==> src/rtl/piso_pkg.sv <==
// piso_pkg
// Shared definitions for the parallel-in/serial-out serializer.
//   state_t   : FSM encoding (PARITY is only reachable when PISO_PARITY_EN is defined)
//   cnt_w()   : width of the bit counter needed to count 0..width
//   MAX_WIDTH : largest supported word width
package piso_pkg;

    typedef enum logic [1:0] {
        IDLE   = 2'd0,
        SHIFT  = 2'd1,
        PARITY = 2'd2
    } state_t;

    localparam int MAX_WIDTH = 64;

    // The counter has to be able to hold the value WIDTH-1 for the terminal
    // compare; sizing it for WIDTH keeps the expression simple and safe.
    function automatic int cnt_w(input int width);
        return $clog2(width + 1);
    endfunction

endpackage

==> src/rtl/piso_serializer.sv <==
// piso_serializer
// Loads a WIDTH-bit word through a valid/ready handshake and shifts it out
// one bit per shift_en strobe, LSB- or MSB-first, with back-to-back frames.
// Optional even-parity trailer bit when the macro PISO_PARITY_EN is defined.
//
// Ports:
//   clk       : system clock, rising edge
//   rst       : synchronous active-high reset
//   in_valid  : in_data holds a word to load
//   in_ready  : a word can be accepted this cycle
//   in_data   : parallel word, sampled on the handshake edge
//   shift_en  : bit-rate strobe, advances one bit while a frame is active
//   ser_out   : serial data (IDLE_LEVEL when no frame is active)
//   ser_valid : ser_out carries frame data
//   busy      : a frame is in progress
//   done      : the final bit of the frame is consumed this cycle
module piso_serializer
    import piso_pkg::*;
#(
    parameter int   WIDTH      = 7,
    parameter bit   LSB_FIRST  = 1'b1,
    parameter logic IDLE_LEVEL = 1'b0
) (
    input  logic             clk,
    input  logic             rst,
    input  logic             in_valid,
    output logic             in_ready,
    input  logic [WIDTH-1:0] in_data,
    input  logic             shift_en,
    output logic             ser_out,
    output logic             ser_valid,
    output logic             busy,
    output logic             done
);

    localparam int CW = cnt_w(WIDTH);

    // Reject unsupported widths at elaboration time.
    if (WIDTH < 2 || WIDTH > MAX_WIDTH) begin : g_bad_width
        $error("piso_serializer: WIDTH=%0d outside legal range 2..%0d", WIDTH, MAX_WIDTH);
    end

    state_t           state;
    logic [WIDTH-1:0] sreg;
    logic [CW-1:0]    cnt;
    logic             last_data;
    logic             accept;

`ifdef PISO_PARITY_EN
    logic parity;
`endif

    // The last data bit is being consumed on this edge.
    assign last_data = (state == SHIFT) && (cnt == CW'(WIDTH - 1)) && shift_en;

    // The end of the frame moves to the parity strobe when the trailer is enabled;
    // in_ready follows it so a new word can be taken on that same edge.
`ifdef PISO_PARITY_EN
    assign done = (state == PARITY) && shift_en;
`else
    assign done = last_data;
`endif

    assign in_ready  = (state == IDLE) | done;
    assign accept    = in_valid & in_ready;
    assign busy      = (state != IDLE);
    assign ser_valid = (state != IDLE);

    // Output bit selection: the register always shifts toward the output end,
    // so the current bit is a fixed position of sreg.
    always_comb begin
        ser_out = IDLE_LEVEL;
        case (state)
            SHIFT:   ser_out = LSB_FIRST ? sreg[0] : sreg[WIDTH-1];
`ifdef PISO_PARITY_EN
            PARITY:  ser_out = parity;
`endif
            default: ser_out = IDLE_LEVEL;
        endcase
    end

    // FSM, shift register and bit counter. Loading a word always restarts the
    // counter, whether from IDLE or on the done edge of a previous frame, which
    // is what gives gap-free back-to-back frames.
    always_ff @(posedge clk) begin
        if (rst) begin
            state <= IDLE;
            sreg  <= '0;
            cnt   <= '0;
`ifdef PISO_PARITY_EN
            parity <= 1'b0;
`endif
        end else begin
            if (accept) begin
                state <= SHIFT;
                sreg  <= in_data;
                cnt   <= '0;
`ifdef PISO_PARITY_EN
                parity <= ^in_data;
`endif
            end else begin
                case (state)
                    IDLE: begin
                        state <= IDLE;
                    end
                    SHIFT: begin
                        if (shift_en) begin
                            if (LSB_FIRST) begin
                                sreg <= {1'b0, sreg[WIDTH-1:1]};
                            end else begin
                                sreg <= {sreg[WIDTH-2:0], 1'b0};
                            end
                            if (last_data) begin
`ifdef PISO_PARITY_EN
                                state <= PARITY;
`else
                                state <= IDLE;
`endif
                                cnt <= '0;
                            end else begin
                                cnt <= cnt + CW'(1);
                            end
                        end
                    end
`ifdef PISO_PARITY_EN
                    PARITY: begin
                        if (shift_en) begin
                            state <= IDLE;
                        end
                    end
`endif
                    default: begin
                        state <= IDLE;
                    end
                endcase
            end
        end
    end

endmodule

==> config.mk <==
export PLATFORM = sky130hd
export DESIGN_NAME = piso_serializer
export DESIGN_NICKNAME = d
export VERILOG_FILES = /design/src/rtl/piso_pkg.sv /design/src/rtl/piso_serializer.sv
export SDC_FILE = /design/constraint.sdc
export NUM_CORES = 1
export LEC_CHECK = 0
export CORE_AREA = 2 2 39 41
export CTS_BUF_LIST = sky130_fd_sc_hd__clkbuf_2 sky130_fd_sc_hd__clkbuf_4 sky130_fd_sc_hd__clkbuf_8
export DETAILED_ROUTE_END_ITERATION = 10
export DIE_AREA = 0 0 41 43
export GPL_TIMING_DRIVEN = 0
export PLACE_DENSITY = 0.72
export SYNTH_ARGS = -nofsm -noshare
export SYNTH_HDL_FRONTEND = slang
export SYNTH_SLANG_ARGS = --single-unit
==> constraint.sdc <==
create_clock -name clk -period 1.9 [get_ports clk]
set_clock_uncertainty 0.15 [all_clocks]
set_input_delay 0.285 -clock clk [delete_from_list [all_inputs] [get_ports clk]]
set_output_delay 0.285 -clock clk [all_outputs]
set_load 0.1 [all_outputs]
* Word-level counts from Yosys, hierarchy flattened *
Index checks and enable logic that the tools add are counted.

word-level totals
  output and inout port bits = 5
  bits in latches = 0
  register bits = 11
  logic and storage cells = 27
  memory bits (writable) = 0
  memory bits (read-only) = 0
  memories kept = 0

operators by class
  div/mod/pow operators = 0
  eq/ne operators = 3
  $add $sub $neg = 1
  shift operators = 0
  multiplexer cells = 9
  multiply operators = 0
  reduce and logical (&&, ||, !) cells = 9
  $lt $le $gt $ge = 0
  bitwise operators = 2

operators by type and width
  cell                   count
  $mux W7                3
  $ne A3 B3 Y1 const B   2
  $reduce_and A2 Y1      3
  $mux W1                5
  $reduce_bool A2 Y1     2
  $add A3 B1 Y3 const B  1
  $eq A3 B3 Y1 const B   1
  $mux W3                1
  $logic_and A1 B1 Y1    2
  $logic_not A2 Y1       1
  $reduce_or A2 Y1       1
  $and A1 B1 Y1          1
  $or A1 B1 Y1           1

* Depth between registers and ports, before layout *
Gate-level depths: netlist (run 1).

  word-level depth = 7
  gate-level depth with buffers = 5

* Worst setup path before layout (run 1) *
OpenSTA, ideal clock, no wires.

  path kind = register -> output
  start point = register state[0]
  end point = output done
  data arrival time = 2.599 ns
  setup slack = -1.134 ns
  stages on the path, launching flop included = 4
  cells stage by stage = dfxtp_1 > buf_6 > nand2_1 > nor2_1

between the ends
  longest elaborated chain between the ends = 2

RTL lines
  item                              line                    RTL
  start: declaration                piso_serializer.sv:43   state_t state;
  start signal: assignment          piso_serializer.sv:87   state <= IDLE;
  start signal: assignment          piso_serializer.sv:95   state <= SHIFT;
  start signal: assignment          piso_serializer.sv:104  state <= IDLE;
  $logic_and A1 B1 Y1 (2 in a row)  piso_serializer.sv:54   assign last_data = (state == SHIFT) && (cnt == CW'(WIDTH - 1)) && shift_en;
  end: declaration                  piso_serializer.sv:33   output logic done

Every way passes these cells.

* Worst setup path after layout (run 1) *
  start point = register cnt[0]
  end point = output in_ready

between the ends
  longest elaborated chain between the ends = 4

RTL lines
  item                              line                    RTL
  start: declaration                piso_serializer.sv:45   logic [CW-1:0] cnt;
  start signal: assignment          piso_serializer.sv:121  cnt <= cnt + CW'(1);
  $eq A3 B3 Y1                      piso_serializer.sv:54
  $logic_and A1 B1 Y1 (2 in a row)  piso_serializer.sv:54
  $or A1 B1 Y1                      piso_serializer.sv:64   assign in_ready = (state == IDLE) | done;
  end: declaration                  piso_serializer.sv:27   output logic in_ready,

Every way passes these cells.

==> flow_summary_export.csv, run 1 <==
group,metric,value,unit
status,status,"completed",
yosys,yosysMostFrequentCell,"dfxtp_1",
cells_and_area,drive_above_1_share,28.2,%
yosys,yosysSeqAreaShare,37.0,%
setup_path,path_class,"reg2out",
floorplanning,die_w,41,um
clock_tree,numCtsBuffers,3,
grt,grt_overflow_total,0,
setup_path,slowest_stage,"dfxtp_1",
floorplanning,die_h,43,um
power_and_ir_drop,swShare,30.2,%
timing,slew_headroom,64.1,%
setup_path,arrival,1.39,ns
floorplanning,num_io_pins,16,
power_and_ir_drop,p_leak,0.322,nW
setup_path,reg2reg_depth,5,
setup_path,r2r-end,"sreg[5]$_SDFFE_PP0P_",
setup_path,crit_family,"flip-flops",
power_and_ir_drop,max-vdd-ir-drop,0.000391,V
setup_path,cp_slowest_stage_delay,0.32,ns
clock_tree,clk_latency,0.27,ns
flow_run,drv_cap,0,
detailed_routing,drt-total-wl,1280,um
yosys,synthTopCellsByArea,"dfxtp_1, o221a_2, a21oi_1, inv_1, ha_1",
setup_path,r2r-start,"cnt[0]$_SDFFE_PP0P_",
power_and_ir_drop,clkPwrFrac,30.8,%
power_and_ir_drop,power_density,715,nW/um^2
placement,dpl_cell_area,766,sq um
hold_path,hold_start,"shift_en",
cells_and_area,layout.nets,99,
timing,rsz0062_at_grt,"no",
timing,slew_violations,0,
detailed_routing,drc,0,
placement,gp_congestion,0.810,
setup_path,worstPathMaxFanout,6,
power_and_ir_drop,p_seq_share,44.5,%
clock_tree,cts-root-buf,"clkbuf_4",
setup_path,rrSetupSlack,0.36,ns
timing,worst_slew_pin_slew,0.541,ns
hold_path,min_to,"sreg[0]$_SDFFE_PP0P_",
yosys,synth_cell_types,26,
placement,dp_hpwl,979,um
grt,grt_antenna_before_repair,0,
clock_tree,cts.htree.levels,1,
yosys,synth_top_cell_area_share,37.0,%
timing,fin_crit_sh,95.9,%
yosys,synth_edf_count,0,
floorplanning,dieArea,1760,sq um
cells_and_area,design_area,802,sq um
timing,report.final.hold_viol_count,0,
cells_and_area,diodes,0,
yosys,syn_area,596,sq um
floorplanning,rows,14,
yosys,ys_warn_count,0,
yosys,yosys-top-cells-count,"dfxtp_1, a21oi_1, inv_1, nand2_1, o221a_2",
timing,fmax,549,MHz
clock_tree,clockBufferDepth,2,
detailed_routing,via_per_inst,5.45,
yosys,postSynth.asyncResetShare,0,%
power_and_ir_drop,power,573,uW
power_and_ir_drop,intPower,400,uW
yosys,ys.flop_type,"dfxtp_1",
detailed_routing,wl_per_cell,12.7,um
grt,grt_pass1_wl,2150,um
placement,io_buffers,14,
grt,gr-usage-all-layers,18.3,%
hold_path,holdCritPathClass,"in2reg",
floorplanning,start_util,43.0,%
cells_and_area,final_util,58.0,%
yosys,synth_cells,67,
setup_path,critPathRequiredTime,1.46,ns
detailed_routing,vias,550,
setup_path,cp_num_buf_inv,2,
detailed_routing,firstDrtPassIters,4,
power_and_ir_drop,pwr-share-comb,24.7,%
yosys,synth-seq-cells,11,
timing,period_needed,1.82,ns
cells_and_area,area_growth,34.7,%
power_and_ir_drop,p_sw,173,uW
clock_tree,clkTransAtPathRegs,0.07,ns
clock_tree,post_cts_buffers,0,
grt,grt_start_max_net_pins,11,
floorplanning,core,1380,sq um
grt,grt_pass1_vias,518,
setup_path,cp-end-kind,"output pin",
clock_tree,cts_tree,"done",
detailed_routing,drt_iter0_drc,5,
setup_path,path_cells,"inv_1 > ha_2 > nand3_1 > nand2_1 > buf_8",
clock_tree,cts.sinks,11,
yosys,yosys.area.top_type,"dfxtp_1",
detailed_routing,ant_nets,0,
hold_path,hold_depth,2,
yosys,syn_area_per_cell,8.89,sq um
setup_path,cp_num_cells,5,
timing,setup_viol,0,
setup_path,start_kind,"flop",
yosys,syn_nets,80,
stage by stage:
step | std cells | setup WS, ns | setup TNS [ns] | hold slack [ns]
3_3_place_gp | 97 | -0.508 | -1.37 | 0.299
4_1_cts | 101 | 0.0144 | 0 | 0.112
6_report | 101 | 0.0774 | 0 | 0.114
5_1_grt | 101 | 0.00583 | 0 | 0.114
3_5_place_dp | 97 | -0.544 | -1.48 | 0.310
2_1_floorplan | 67 | -0.0542 | -0.0542 | 0.252
kinds of logic (layout without fill, tap and decap cells):
logic type,Yosys count,after routing,synth area share (%)
AOI/OAI and AO/OA,21,21,26.9
and+or+nand+nor,18,18,14.9
DFF,11,11,37.0
buffers and inverters,11,29,9.45
muxes,4,4,7.56
adders and majority gates,2,2,4.20
state kept, by name, indices dropped and copies added, names as in the netlist:
name,cells
state,1
sreg,7
cnt,3
cell usage in the layout (no fill, tap or decap), types with 2 or more instances in the layout:
cell / count
a21oi_1: 8
nand3_1: 3
o21ai_0: 2
mux2i_1: 2
nor2_1: 2
buf_4: 2
clkbuf_4: 4
clkdlybuf4s15_2: 2
inv_1: 7
a211oi_1: 2
o221a_2: 5
buf_6: 2
nand2_1: 6
dfxtp_1: 10
clkdlybuf4s50_1: 9
worst max path at each step:
| stage | startpoint | end |
|---|---|---|
| 3_5_place_dp | cnt[0]$_SDFFE_PP0P_ | in_ready |
| 6_report | cnt[0]$_SDFFE_PP0P_ | in_ready |
| 4_1_cts | state[0]$_SDFFE_PP0P_ | ser_out |
| 3_3_place_gp | cnt[0]$_SDFFE_PP0P_ | in_ready |
| 2_1_floorplan | state[0]$_SDFFE_PP0P_ | done |
| 5_1_grt | cnt[0]$_SDFFE_PP0P_ | in_ready |
worst reg2reg max path, cell delays in order, from the launching register on:
cell     delay [ns]
dfxtp_1        0.35
inv_1          0.08
ha_2           0.22
nand3_1        0.14
nand3_1        0.20
o221a_2        0.30
layout make-up:
| class | count | area [sq um] |
|---|---|---|
| flip-flops and latches | 11 | 221 |
| inverters | 7 | 26.3 |
| repair buffers | 14 | 144 |
| fillers | 136 | 582 |
| clock buffers | 4 | 30.0 |
| multi-input cells | 45 | 330 |
| well taps | 16 | 20.0 |
| plain buffers | 4 | 30.0 |
layer usage:
layer / share of wire, % / track usage (%) / vias up
met3: 2.6 / 3.14 / 4
met1: 45 / 22.3 / 252
met2: 49 / 28.7 / 12
met5: 0 / 0 / -
met4: 2.4 / 10.0 / 0
li1: - / - / 282
timing repair:
action / in CTS / in global routing
setup endpoints to repair: 5 / 3
resized for setup: 24 / 3
hold buffers: 0 / 0
gates cloned: 0 / 0
power by group through the flow:
stage	clock [mW]	sequential (mW)	combinational (mW)
2_1_floorplan	0	0.269	0.0880
3_3_place_gp	0	0.260	0.139
3_5_place_dp	0	0.260	0.142
4_1_cts	0.180	0.255	0.142
5_1_grt	0.195	0.257	0.152
6_report	0.177	0.255	0.141
No activity file was read; power rests on OpenSTA's default activity.
==> run 2: changes to the inputs <==
--- a/config.mk
+++ b/config.mk
@@ -5,6 +5,7 @@
 export SDC_FILE = /design/constraint.sdc
 export NUM_CORES = 1
 export LEC_CHECK = 0
+export CAP_MARGIN = 20
 export CORE_AREA = 2 2 39 41
 export CTS_BUF_LIST = sky130_fd_sc_hd__clkbuf_2 sky130_fd_sc_hd__clkbuf_4 sky130_fd_sc_hd__clkbuf_8
 export DETAILED_ROUTE_END_ITERATION = 10
==> results of run 2 <==
Same layout as run 1: the final DEF is identical, and so are final timing and power.
